`src/rtl/carbon_arch_pkg.sv`:
```
// carbon_arch_pkg
// Architectural constants shared across Carbon blocks. This slice holds the
// layout of the CAI v1 submit descriptor: a 32-byte little-endian record.
//   [7:0]     desc_version   must equal CARBON_CAI_SUBMIT_DESC_V1_VERSION
//   [15:8]    desc_size_dw   descriptor size in dwords (8)
//   [31:16]   format_flags   must be 0 for v1
//   [63:32]   cmd_id
//   [127:64]  src_addr
//   [191:128] dst_addr
//   [223:192] length
//   [255:224] reserved2      must be 0
// No ports (package).
package carbon_arch_pkg;

  localparam int         CARBON_CAI_SUBMIT_DESC_V1_BYTES   = 32;
  localparam logic [7:0] CARBON_CAI_SUBMIT_DESC_V1_VERSION = 8'h01;

  localparam int CARBON_CAI_SUBMIT_DESC_V1_VERSION_LSB   = 0;
  localparam int CARBON_CAI_SUBMIT_DESC_V1_SIZE_DW_LSB   = 8;
  localparam int CARBON_CAI_SUBMIT_DESC_V1_FMT_FLAGS_LSB = 16;
  localparam int CARBON_CAI_SUBMIT_DESC_V1_CMD_ID_LSB    = 32;
  localparam int CARBON_CAI_SUBMIT_DESC_V1_SRC_ADDR_LSB  = 64;
  localparam int CARBON_CAI_SUBMIT_DESC_V1_DST_ADDR_LSB  = 128;
  localparam int CARBON_CAI_SUBMIT_DESC_V1_LENGTH_LSB    = 192;
  localparam int CARBON_CAI_SUBMIT_DESC_V1_RSVD2_LSB     = 224;

endpackage

```
`src/rtl/cai_fetch_pkg.sv`:
```
// cai_fetch_pkg
// Types and constants of the CAI submit-ring fetch engine: FSM state
// encoding, descriptor status codes, descriptor size and the v1 header check.
// No ports (package).
package cai_fetch_pkg;

  import carbon_arch_pkg::*;

  localparam int SUBMIT_BYTES = CARBON_CAI_SUBMIT_DESC_V1_BYTES;
  localparam int SUBMIT_BITS  = SUBMIT_BYTES * 8;

  typedef enum logic [2:0] {
    IDLE  = 3'd0,
    REQ   = 3'd1,
    WAIT  = 3'd2,
    CHECK = 3'd3,
    OUT   = 3'd4
  } fetch_state_e;

  localparam logic [1:0] CAI_FETCH_OK     = 2'd0;
  localparam logic [1:0] CAI_FETCH_BADHDR = 2'd1;
  localparam logic [1:0] CAI_FETCH_BUSERR = 2'd2;

  // True when the descriptor carries a well-formed v1 header.
  function automatic logic hdr_ok(input logic [SUBMIT_BITS-1:0] d);
    return (d[CARBON_CAI_SUBMIT_DESC_V1_VERSION_LSB +: 8] == CARBON_CAI_SUBMIT_DESC_V1_VERSION)
        && (d[CARBON_CAI_SUBMIT_DESC_V1_SIZE_DW_LSB +: 8] == 8'(SUBMIT_BYTES / 4))
        && (d[CARBON_CAI_SUBMIT_DESC_V1_FMT_FLAGS_LSB +: 16] == 16'h0000)
        && (d[CARBON_CAI_SUBMIT_DESC_V1_RSVD2_LSB +: 32] == 32'h0000_0000);
  endfunction

endpackage

```
`src/rtl/cai_rr_arb.sv`:
```
// cai_rr_arb
// Combinational round-robin picker: grants the first requesting channel at or
// after ptr, wrapping around.
// Ports:
//   req      in  NUM_CH       request vector
//   ptr      in  clog2+1      search start (must be < NUM_CH)
//   gnt      out NUM_CH       one-hot grant
//   gnt_idx  out clog2+1      index of the granted channel
//   gnt_any  out 1            some channel was granted
module cai_rr_arb #(
  parameter int NUM_CH = 2
) (
  input  logic [NUM_CH-1:0]        req,
  input  logic [$clog2(NUM_CH):0]  ptr,
  output logic [NUM_CH-1:0]        gnt,
  output logic [$clog2(NUM_CH):0]  gnt_idx,
  output logic                     gnt_any
);

  localparam int CW = $clog2(NUM_CH) + 1;

  // Outer loop walks priority order ptr, ptr+1, ...; inner loop maps that
  // position back to a channel so every index stays a loop constant.
  always_comb begin
    gnt     = '0;
    gnt_idx = '0;
    gnt_any = 1'b0;
    for (int i = 0; i < NUM_CH; i++) begin
      for (int c = 0; c < NUM_CH; c++) begin
        if ((((int'(ptr) + i) % NUM_CH) == c) && req[c] && !gnt_any) begin
          gnt[c]  = 1'b1;
          gnt_idx = CW'(c);
          gnt_any = 1'b1;
        end
      end
    end
  end

endmodule

```
`src/rtl/cai_submit_fetch.sv`:
```
// cai_submit_fetch
// Multi-channel CAI submit-ring fetch engine. Each ring is non-empty while its
// head differs from the software tail; enabled non-empty rings are served
// round-robin, one descriptor at a time, one bus beat outstanding at a time.
// Optional build macro: CARBON_CAI_FETCH_PERF_EN adds per-channel saturating
// perf_fetched / perf_rejected counters.
// Ports:
//   clk, rst_n              clock, asynchronous active-low reset
//   ch_en                   per-channel enable
//   ring_base               per-channel ring byte base (flattened)
//   submit_tail             per-channel producer index (flattened)
//   submit_head             per-channel consumer index (flattened, registered)
//   rd_req_valid/ready/addr read request, one beat per request
//   rd_rsp_valid/data/err   read response
//   desc_valid/ready        descriptor output handshake
//   desc_data/ch/index      assembled descriptor, source channel and slot
//   desc_status             0 OK, 1 bad header, 2 bus error
//   busy                    engine not idle
//   fetch_state             current FSM state (debug)
//   perf_fetched/rejected   per-channel counters (perf build only)
//
// Handshakes: a transfer happens on a rising clk edge where valid and ready
// are both high. Once valid is raised, it and its payload stay stable until
// that transfer; ready may toggle freely and never depends on valid here.
module cai_submit_fetch
  import cai_fetch_pkg::*;
#(
  parameter int NUM_CH     = 2,
  parameter int DEPTH_LOG2 = 4,
  parameter int DATA_W     = 64,
  parameter int ADDR_W     = 64
) (
  input  logic                           clk,
  input  logic                           rst_n,
  input  logic [NUM_CH-1:0]              ch_en,
  input  logic [NUM_CH*ADDR_W-1:0]       ring_base,
  input  logic [NUM_CH*DEPTH_LOG2-1:0]   submit_tail,
  output logic [NUM_CH*DEPTH_LOG2-1:0]   submit_head,
  output logic                           rd_req_valid,
  input  logic                           rd_req_ready,
  output logic [ADDR_W-1:0]              rd_req_addr,
  input  logic                           rd_rsp_valid,
  input  logic [DATA_W-1:0]              rd_rsp_data,
  input  logic                           rd_rsp_err,
  output logic                           desc_valid,
  input  logic                           desc_ready,
  output logic [SUBMIT_BITS-1:0]         desc_data,
  output logic [$clog2(NUM_CH):0]        desc_ch,
  output logic [DEPTH_LOG2-1:0]          desc_index,
  output logic [1:0]                     desc_status,
  output logic                           busy,
  output logic [2:0]                     fetch_state
`ifdef CARBON_CAI_FETCH_PERF_EN
  ,
  output logic [NUM_CH*32-1:0]           perf_fetched,
  output logic [NUM_CH*32-1:0]           perf_rejected
`endif
);

  localparam int CW         = $clog2(NUM_CH) + 1;
  localparam int BEATS      = SUBMIT_BITS / DATA_W;
  localparam int BW         = $clog2(BEATS) + 1;
  localparam int BEAT_BYTES = DATA_W / 8;

  localparam logic [2:0] ST_IDLE  = 3'(IDLE);
  localparam logic [2:0] ST_REQ   = 3'(REQ);
  localparam logic [2:0] ST_WAIT  = 3'(WAIT);
  localparam logic [2:0] ST_CHECK = 3'(CHECK);
  localparam logic [2:0] ST_OUT   = 3'(OUT);

  logic [2:0]            state;
  logic [DEPTH_LOG2-1:0] head_q [NUM_CH];
  logic [CW-1:0]         rr_ptr;
  logic [BW-1:0]         beat;
  logic                  err_sticky;

  logic [NUM_CH-1:0]     pend;
  logic [NUM_CH-1:0]     gnt;
  logic [CW-1:0]         gnt_idx;
  logic                  gnt_any;
  logic [DEPTH_LOG2-1:0] gnt_head;
  logic [ADDR_W-1:0]     cur_base;
  logic                  hs_desc;

  // Equality-only emptiness test; overrun is software's concern.
  always_comb begin
    pend = '0;
    for (int c = 0; c < NUM_CH; c++) begin
      pend[c] = ch_en[c] && (head_q[c] != submit_tail[c*DEPTH_LOG2 +: DEPTH_LOG2]);
    end
  end

  cai_rr_arb #(.NUM_CH(NUM_CH)) u_arb (
    .req     (pend),
    .ptr     (rr_ptr),
    .gnt     (gnt),
    .gnt_idx (gnt_idx),
    .gnt_any (gnt_any)
  );

  always_comb begin
    gnt_head = '0;
    cur_base = '0;
    for (int c = 0; c < NUM_CH; c++) begin
      if (gnt[c]) gnt_head = gnt_head | head_q[c];
      if (desc_ch == CW'(c)) cur_base = ring_base[c*ADDR_W +: ADDR_W];
    end
  end

  // desc_ch/desc_index are latched at grant, so the address is stable in REQ.
  assign rd_req_addr = cur_base
                     + ADDR_W'(desc_index) * ADDR_W'(SUBMIT_BYTES)
                     + ADDR_W'(beat) * ADDR_W'(BEAT_BYTES);

  assign rd_req_valid = (state == ST_REQ);
  assign desc_valid   = (state == ST_OUT);
  assign busy         = (state != ST_IDLE);
  assign fetch_state  = state;
  assign hs_desc      = desc_valid && desc_ready;

  always_ff @(posedge clk or negedge rst_n) begin
    if (!rst_n) begin
      state       <= ST_IDLE;
      rr_ptr      <= '0;
      beat        <= '0;
      err_sticky  <= 1'b0;
      desc_data   <= '0;
      desc_ch     <= '0;
      desc_index  <= '0;
      desc_status <= CAI_FETCH_OK;
    end else begin
      case (state)
        ST_IDLE: begin
          if (gnt_any) begin
            desc_ch    <= gnt_idx;
            desc_index <= gnt_head;
            beat       <= '0;
            err_sticky <= 1'b0;
            desc_data  <= '0;
            rr_ptr     <= (gnt_idx == CW'(NUM_CH - 1)) ? '0 : gnt_idx + CW'(1);
            state      <= ST_REQ;
          end
        end
        ST_REQ: begin
          if (rd_req_ready) state <= ST_WAIT;
        end
        ST_WAIT: begin
          if (rd_rsp_valid) begin
            for (int k = 0; k < BEATS; k++) begin
              if (beat == BW'(k)) desc_data[k*DATA_W +: DATA_W] <= rd_rsp_data;
            end
            // Error beats are still stored and the fetch continues; the
            // status reports the error once all beats are in.
            err_sticky <= err_sticky | rd_rsp_err;
            if (beat == BW'(BEATS - 1)) begin
              state <= ST_CHECK;
            end else begin
              beat  <= beat + BW'(1);
              state <= ST_REQ;
            end
          end
        end
        ST_CHECK: begin
          if (err_sticky)             desc_status <= CAI_FETCH_BUSERR;
          else if (!hdr_ok(desc_data)) desc_status <= CAI_FETCH_BADHDR;
          else                        desc_status <= CAI_FETCH_OK;
          state <= ST_OUT;
        end
        ST_OUT: begin
          if (desc_ready) state <= ST_IDLE;
        end
        default: state <= ST_IDLE;
      endcase
    end
  end

  // Every consumed descriptor advances head, including rejected ones.
  always_ff @(posedge clk or negedge rst_n) begin
    if (!rst_n) begin
      for (int c = 0; c < NUM_CH; c++) head_q[c] <= '0;
    end else if (hs_desc) begin
      for (int c = 0; c < NUM_CH; c++) begin
        if (desc_ch == CW'(c)) head_q[c] <= head_q[c] + DEPTH_LOG2'(1);
      end
    end
  end

  always_comb begin
    submit_head = '0;
    for (int c = 0; c < NUM_CH; c++) submit_head[c*DEPTH_LOG2 +: DEPTH_LOG2] = head_q[c];
  end

`ifdef CARBON_CAI_FETCH_PERF_EN
  logic [31:0] fetched_q  [NUM_CH];
  logic [31:0] rejected_q [NUM_CH];

  always_ff @(posedge clk or negedge rst_n) begin
    if (!rst_n) begin
      for (int c = 0; c < NUM_CH; c++) begin
        fetched_q[c]  <= '0;
        rejected_q[c] <= '0;
      end
    end else if (hs_desc) begin
      for (int c = 0; c < NUM_CH; c++) begin
        if (desc_ch == CW'(c)) begin
          if (fetched_q[c] != 32'hFFFF_FFFF) fetched_q[c] <= fetched_q[c] + 32'd1;
          if ((desc_status != CAI_FETCH_OK) && (rejected_q[c] != 32'hFFFF_FFFF))
            rejected_q[c] <= rejected_q[c] + 32'd1;
        end
      end
    end
  end

  always_comb begin
    perf_fetched  = '0;
    perf_rejected = '0;
    for (int c = 0; c < NUM_CH; c++) begin
      perf_fetched[c*32 +: 32]  = fetched_q[c];
      perf_rejected[c*32 +: 32] = rejected_q[c];
    end
  end
`endif

endmodule

```
`config.mk`:
```
export PLATFORM = sky130hd
export DESIGN_NAME = cai_submit_fetch
export DESIGN_NICKNAME = d
export VERILOG_FILES = /design/src/rtl/carbon_arch_pkg.sv /design/src/rtl/cai_fetch_pkg.sv /design/src/rtl/cai_rr_arb.sv /design/src/rtl/cai_submit_fetch.sv
export SDC_FILE = /design/constraint.sdc
export NUM_CORES = 1
export LEC_CHECK = 0
export BUFFER_PORTS_ARGS = -buffer_cell sky130_fd_sc_hd__buf_4
export CAP_MARGIN = 20
export CORE_AREA = 4 4 213 215
export CTS_CLUSTER_DIAMETER = 100
export DETAILED_ROUTE_END_ITERATION = 12
export DIE_AREA = 0 0 217 219
export PLACE_DENSITY = 0.53
export RECOVER_POWER = 100
export SYNTH_ARGS = -nofsm -noshare
export SYNTH_HDL_FRONTEND = slang
export SYNTH_SLANG_ARGS = --single-unit
```
`constraint.sdc`:
```
create_clock -name clk -period 5.38 [get_ports clk]
set_input_delay 0.269 -clock clk [delete_from_list [all_inputs] [get_ports clk]]
set_output_delay 0.269 -clock clk [all_outputs]
set_load 0.05 [all_outputs]
```
==> reports/results.md <==
| Quantity | Value | Unit |
| --- | --- | --- |
| Number of antenna violations at the first check in global routing | 2 | - |
| Post-synthesis simple-gate area fraction | 0.181 | - |
| Area of the placeable core | 43,700 | µm² |
| Yosys warns | 0 | - |
| Final count of negative-setup-slack endpoints | 0 | - |
| Residual overflow from global routing | 0 | - |
| Source of the worst hold timing path | rd_rsp_data[35] | - |
| Number of design rule violations left after detail routing | 0 | - |
| Routed wire per std cell | 21.0 | µm |
| Floorplan die height | 219 | µm |
| Post-route fraction of the period consumed by the critical path | 0.896 | - |
| Die width | 217 | µm |
| Leading cell type in the layout, fill and taps excluded | nand2_1 | - |
| Sequential-to-total area share from yosys stat | 0.523 | - |
| Met3 Usage GRT | 0.0695 | - |
| CTS H-tree lvls | 1 | - |
| Post-route ant nets | 0 | - |
| Kind of cell with the highest combined delay on the critical path | compound AO/OA/AOI/OAI gates | - |
| Io pins | 550 | - |
| Startpoint of the worst register-to-register path | submit_head[0] | - |
| Buffers from clock root to sink, at most | 3 | - |
| First-pass iteration count of the detailed router | 5 | - |
| Cell Pwr Density | 760 | nW/µm² |
| Number of max-capacitance violations reported | 6 | - |
| Measured slew at the worst slew-check pin | 3.10 | ns |
| Run status | complete, but fails checks | - |
| Pin count of the biggest net entering global routing | 136 | - |
| Clk Latency, worst-skew pair | 0.58 | ns |
| Type of origin of the critical path | flop | - |
| Violated checks | capacitance limit, slew limit | - |
| Syn Area/Cell | 9.38 | µm² |
| Parity-gate share of the synthesized area counting xor and xnor cells | 0.0485 | - |
| Endpoint with the worst hold slack | desc_data[163] | - |
| Gr busiest metal | met2 | - |
| Commonest cells after routing, fill and taps aside | nand2_1 (363), clkbuf_1 (323), dfrtp_1 (279) | - |
| Clock tree skew after final layout | 0.0286 | ns |
| Fraction of the mapped netlist area in adder cells | 0.0199 | - |
| Net count after synthesis | 1,651 | - |
| Area contributors post-synth | dfrtp_1 (52%), nand2_1 (10%), o21ai_0 (9.6%) | - |
| Core Util, Final | 0.409 | - |
| Start-to-end type of the worst setup path | flop to primary output | - |
| Data arrival at the endpoint of the critical path | 4.55 | ns |
| Via density per instance | 4.78 | - |
| GRT met2 Usage | 0.359 | - |
| Unrepaired setup endpoints after global routing | false | - |
| Aggregate routed wire length | 53.5 | mm |
| Wire length of the first global-routing pass | 79.5 | mm |
| Multiplexer share of the synthesized area | 0.0440 | - |
| Max-Slew Margin vs Limit | -1.07 | - |
| Count of nets after finishing | 2,165 | - |
| Fin Setup TNS | 0 | ns |
| Main combinational cell family by area after synthesis | simple AND/OR/NAND/NOR gates | - |
| Largest stage delay, worst path | 0.73 | ns |
| Combined area of all synthesized cells | 13,400 | µm² |
| Worst Hold Path Cells | 3 | - |
| Prevailing post-synth register cell | dfrtp_1 | - |
| Largest fanout on the critical path | 10 | - |
| Share of post-route cells with drive strength above 1 | 0.167 | - |
| Count of buffering cells on the critical path with inverters included | 2 | - |
| Share of flip-flops with an asynchronous set or reset after synthesis | 1.00 | - |
| Share of Yosys cell area claimed by the top area cell type | 0.523 | - |
| Worst Reg2Reg Path Length in Cells | 6 | - |
| Total global-route track usage | 0.215 | - |
| Die footprint | 47,500 | µm² |
| Maximum clock frequency | 207 | MHz |
| Time the worst path needs with I/O delays and setup | 4.82 | ns |
| Compound-cell area share of the yosys netlist | 0.145 | - |
| Detailed-route via count | 12,200 | - |
| Distinct cell type count after synthesis | 63 | - |
| Number of fill cells in the layout | 4,705 | - |
| Met1 Use GR | 0.268 | - |
| Final number of max-transition violations | 477 | - |
| Post-synthesis cell count | 1,423 | - |
| Total clock sinks | 279 | - |
| Critical Path Most Common Cell | nor2_1 | - |
| Area growth from synthesis to layout | 34.0 | % |
| Count of state elements after synthesis | 279 | - |
| CTS clock-pin slew for the worst setup and hold paths | 0.06 | ns |
| Number of placement rows | 77 | - |
| Post-layout power | 13,600 | µW |
| Estimated wirelength of the detail-placed design | 41.1 | mm |
| Critical register-to-register path endpoint | desc_data[230] | - |
| Fin worst setup slack | 0.558 | ns |
| Data required time of the critical path | 5.11 | ns |
| Initial standard-cell utilization of the core | 0.305 | - |
| Cell type of the slowest stage on the worst timing path | o311ai_2 | - |
| Post-synth top area cell | dfrtp_1 | - |
| Total area of multi-input combinational cells | 5890 | µm² |
| Number of flops mapped to enable cells by yosys | 0 | - |
| TritonCTS clock tree | yes | - |
| Worst VDD drop | 0.373 | mV |
| Starting DRT DRC Count | 700 | - |
| Cell count along the critical path | 11 | - |
| Sequential cell area | 6980 | µm² |
| Clock buffers created by TritonCTS | 31 | - |
| Leakage power total | 0.00779 | µW |
| Placement-stage worst setup slack | 1.35 | ns |
| FF-to-FF setup slack | 0.68 | ns |
| Worst path cell trace | mux2i_1 > fa_1 > inv_1 > ha_1 > a211oi_1 > nor2_1 > o311ai_2 > nor2_1 > and3_1 > xnor2_1 > clkbuf_1 | - |
| Number of global-route vias before repair | 12,300 | - |
| Hold Fails Final Rpt | 0 | - |
| Routability cong. | 0.880 | - |
| Worst Hold Class | primary input to flop | - |
| Kind of end point of the critical path | primary output | - |
| Count of buffers added by post-CTS timing repair for setup | 0 | - |
| Port bufs | 548 | - |
| Root Buffer Master | clkbuf_16 | - |
[worst register-to-register path: cells and delay by family (launching register included)]
| family | cells | cell delay (ns) |
|---|---|---|
| flip-flops | 1 | 0.47 |
| XOR/XNOR | 1 | 0.21 |
| buffers and inverters | 1 | 0.77 |
| AO/OA/AOI/OAI | 4 | 3.08 |
[cells by family after synthesis]
group           after synthesis
compound gates              347
xor+xnor                     74
fa+ha+maj                    20
buf+inv                     107
flops                       279
mux                          56
other cells                   1
simple gates                539
[timing repair]
action / CTS / global route
endpoints found under the hold margin: 119 / 0
resized for setup: 0 / 0
hold buffers: 5 / 0
[synth_stat cells, types with 3 or more instances]
cell,count
a211oi_1,6
a21o_1,5
a21oi_1,21
a222oi_1,6
a22o_1,5
a31oi_1,4
a32o_1,4
a32oi_1,6
and2_1,3
and3_1,3
buf_2,46
buf_4,10
clkbuf_1,20
clkbuf_2,4
dfrtp_1,279
ha_1,18
inv_1,23
mux2_2,21
mux2i_1,35
nand2_1,363
nand2b_1,4
nand3_1,27
nand3b_1,10
nand4_1,20
nand4b_1,4
nor2_1,33
nor2b_1,13
nor3_1,16
nor3b_1,4
nor4_1,25
o21ai_0,255
o21ai_1,18
xnor2_1,45
xor2_1,29
[state kept, by name, indices dropped and copies added, names as in the netlist]
register and cells:
desc_status 2, rr_ptr 1, beat 3, fetch_state 3
err_sticky 1, desc_data 256, submit_head 8, desc_index 4
desc_ch 1
[how the worst max path moves through the flow]
stage / start / end / slack, ns
floorplan: desc_ch[0] / rd_req_addr[50] / 0.004
global placement: desc_ch[0] / rd_req_addr[58] / 1.39
detailed placement: desc_ch[0] / rd_req_addr[58] / 1.35
CTS: desc_ch[0] / rd_req_addr[58] / 0.67
global route: desc_ch[0] / rd_req_addr[31] / 0.22
finish: desc_ch[0] / rd_req_addr[31] / 0.56
[through the flow]
step                      cell area, µm²  std cells  hold WS [ns]
after global placement             18000       2491         0.420
after floorplan                    13400       1423       -0.0266
after global routing               17900       2554        0.0316
final                              17900       2554        0.0330
after detailed placement           18000       2491         0.421
after CTS                          19200       2552       0.00589
[routing by layer]
layer / vias up / wire [µm]
li1: 5932 / -
met1: 5784 / 21800
met2: 411 / 25700
met3: 74 / 4510
met4: 0 / 1590
met5: - / 0
[where the power goes]
group          leakage, µW  internal [µW]  switching, µW
Combinational      0.00339           1370           6360
Sequential         0.00383           2930            609
Clock             0.000565           1440            888
[layout make-up]
cell class	instances	share of cell area
sequential	279	0.390
multi-input combinational	1037	0.329
timing repair buffer	565	0.171
clock buffer	40	0.0492
tap	592	0.0414
clock inverter	16	0.0141
inverter	23	0.00483
antenna	2	0.000280
No activity file was read; power rests on OpenSTA's default activity.
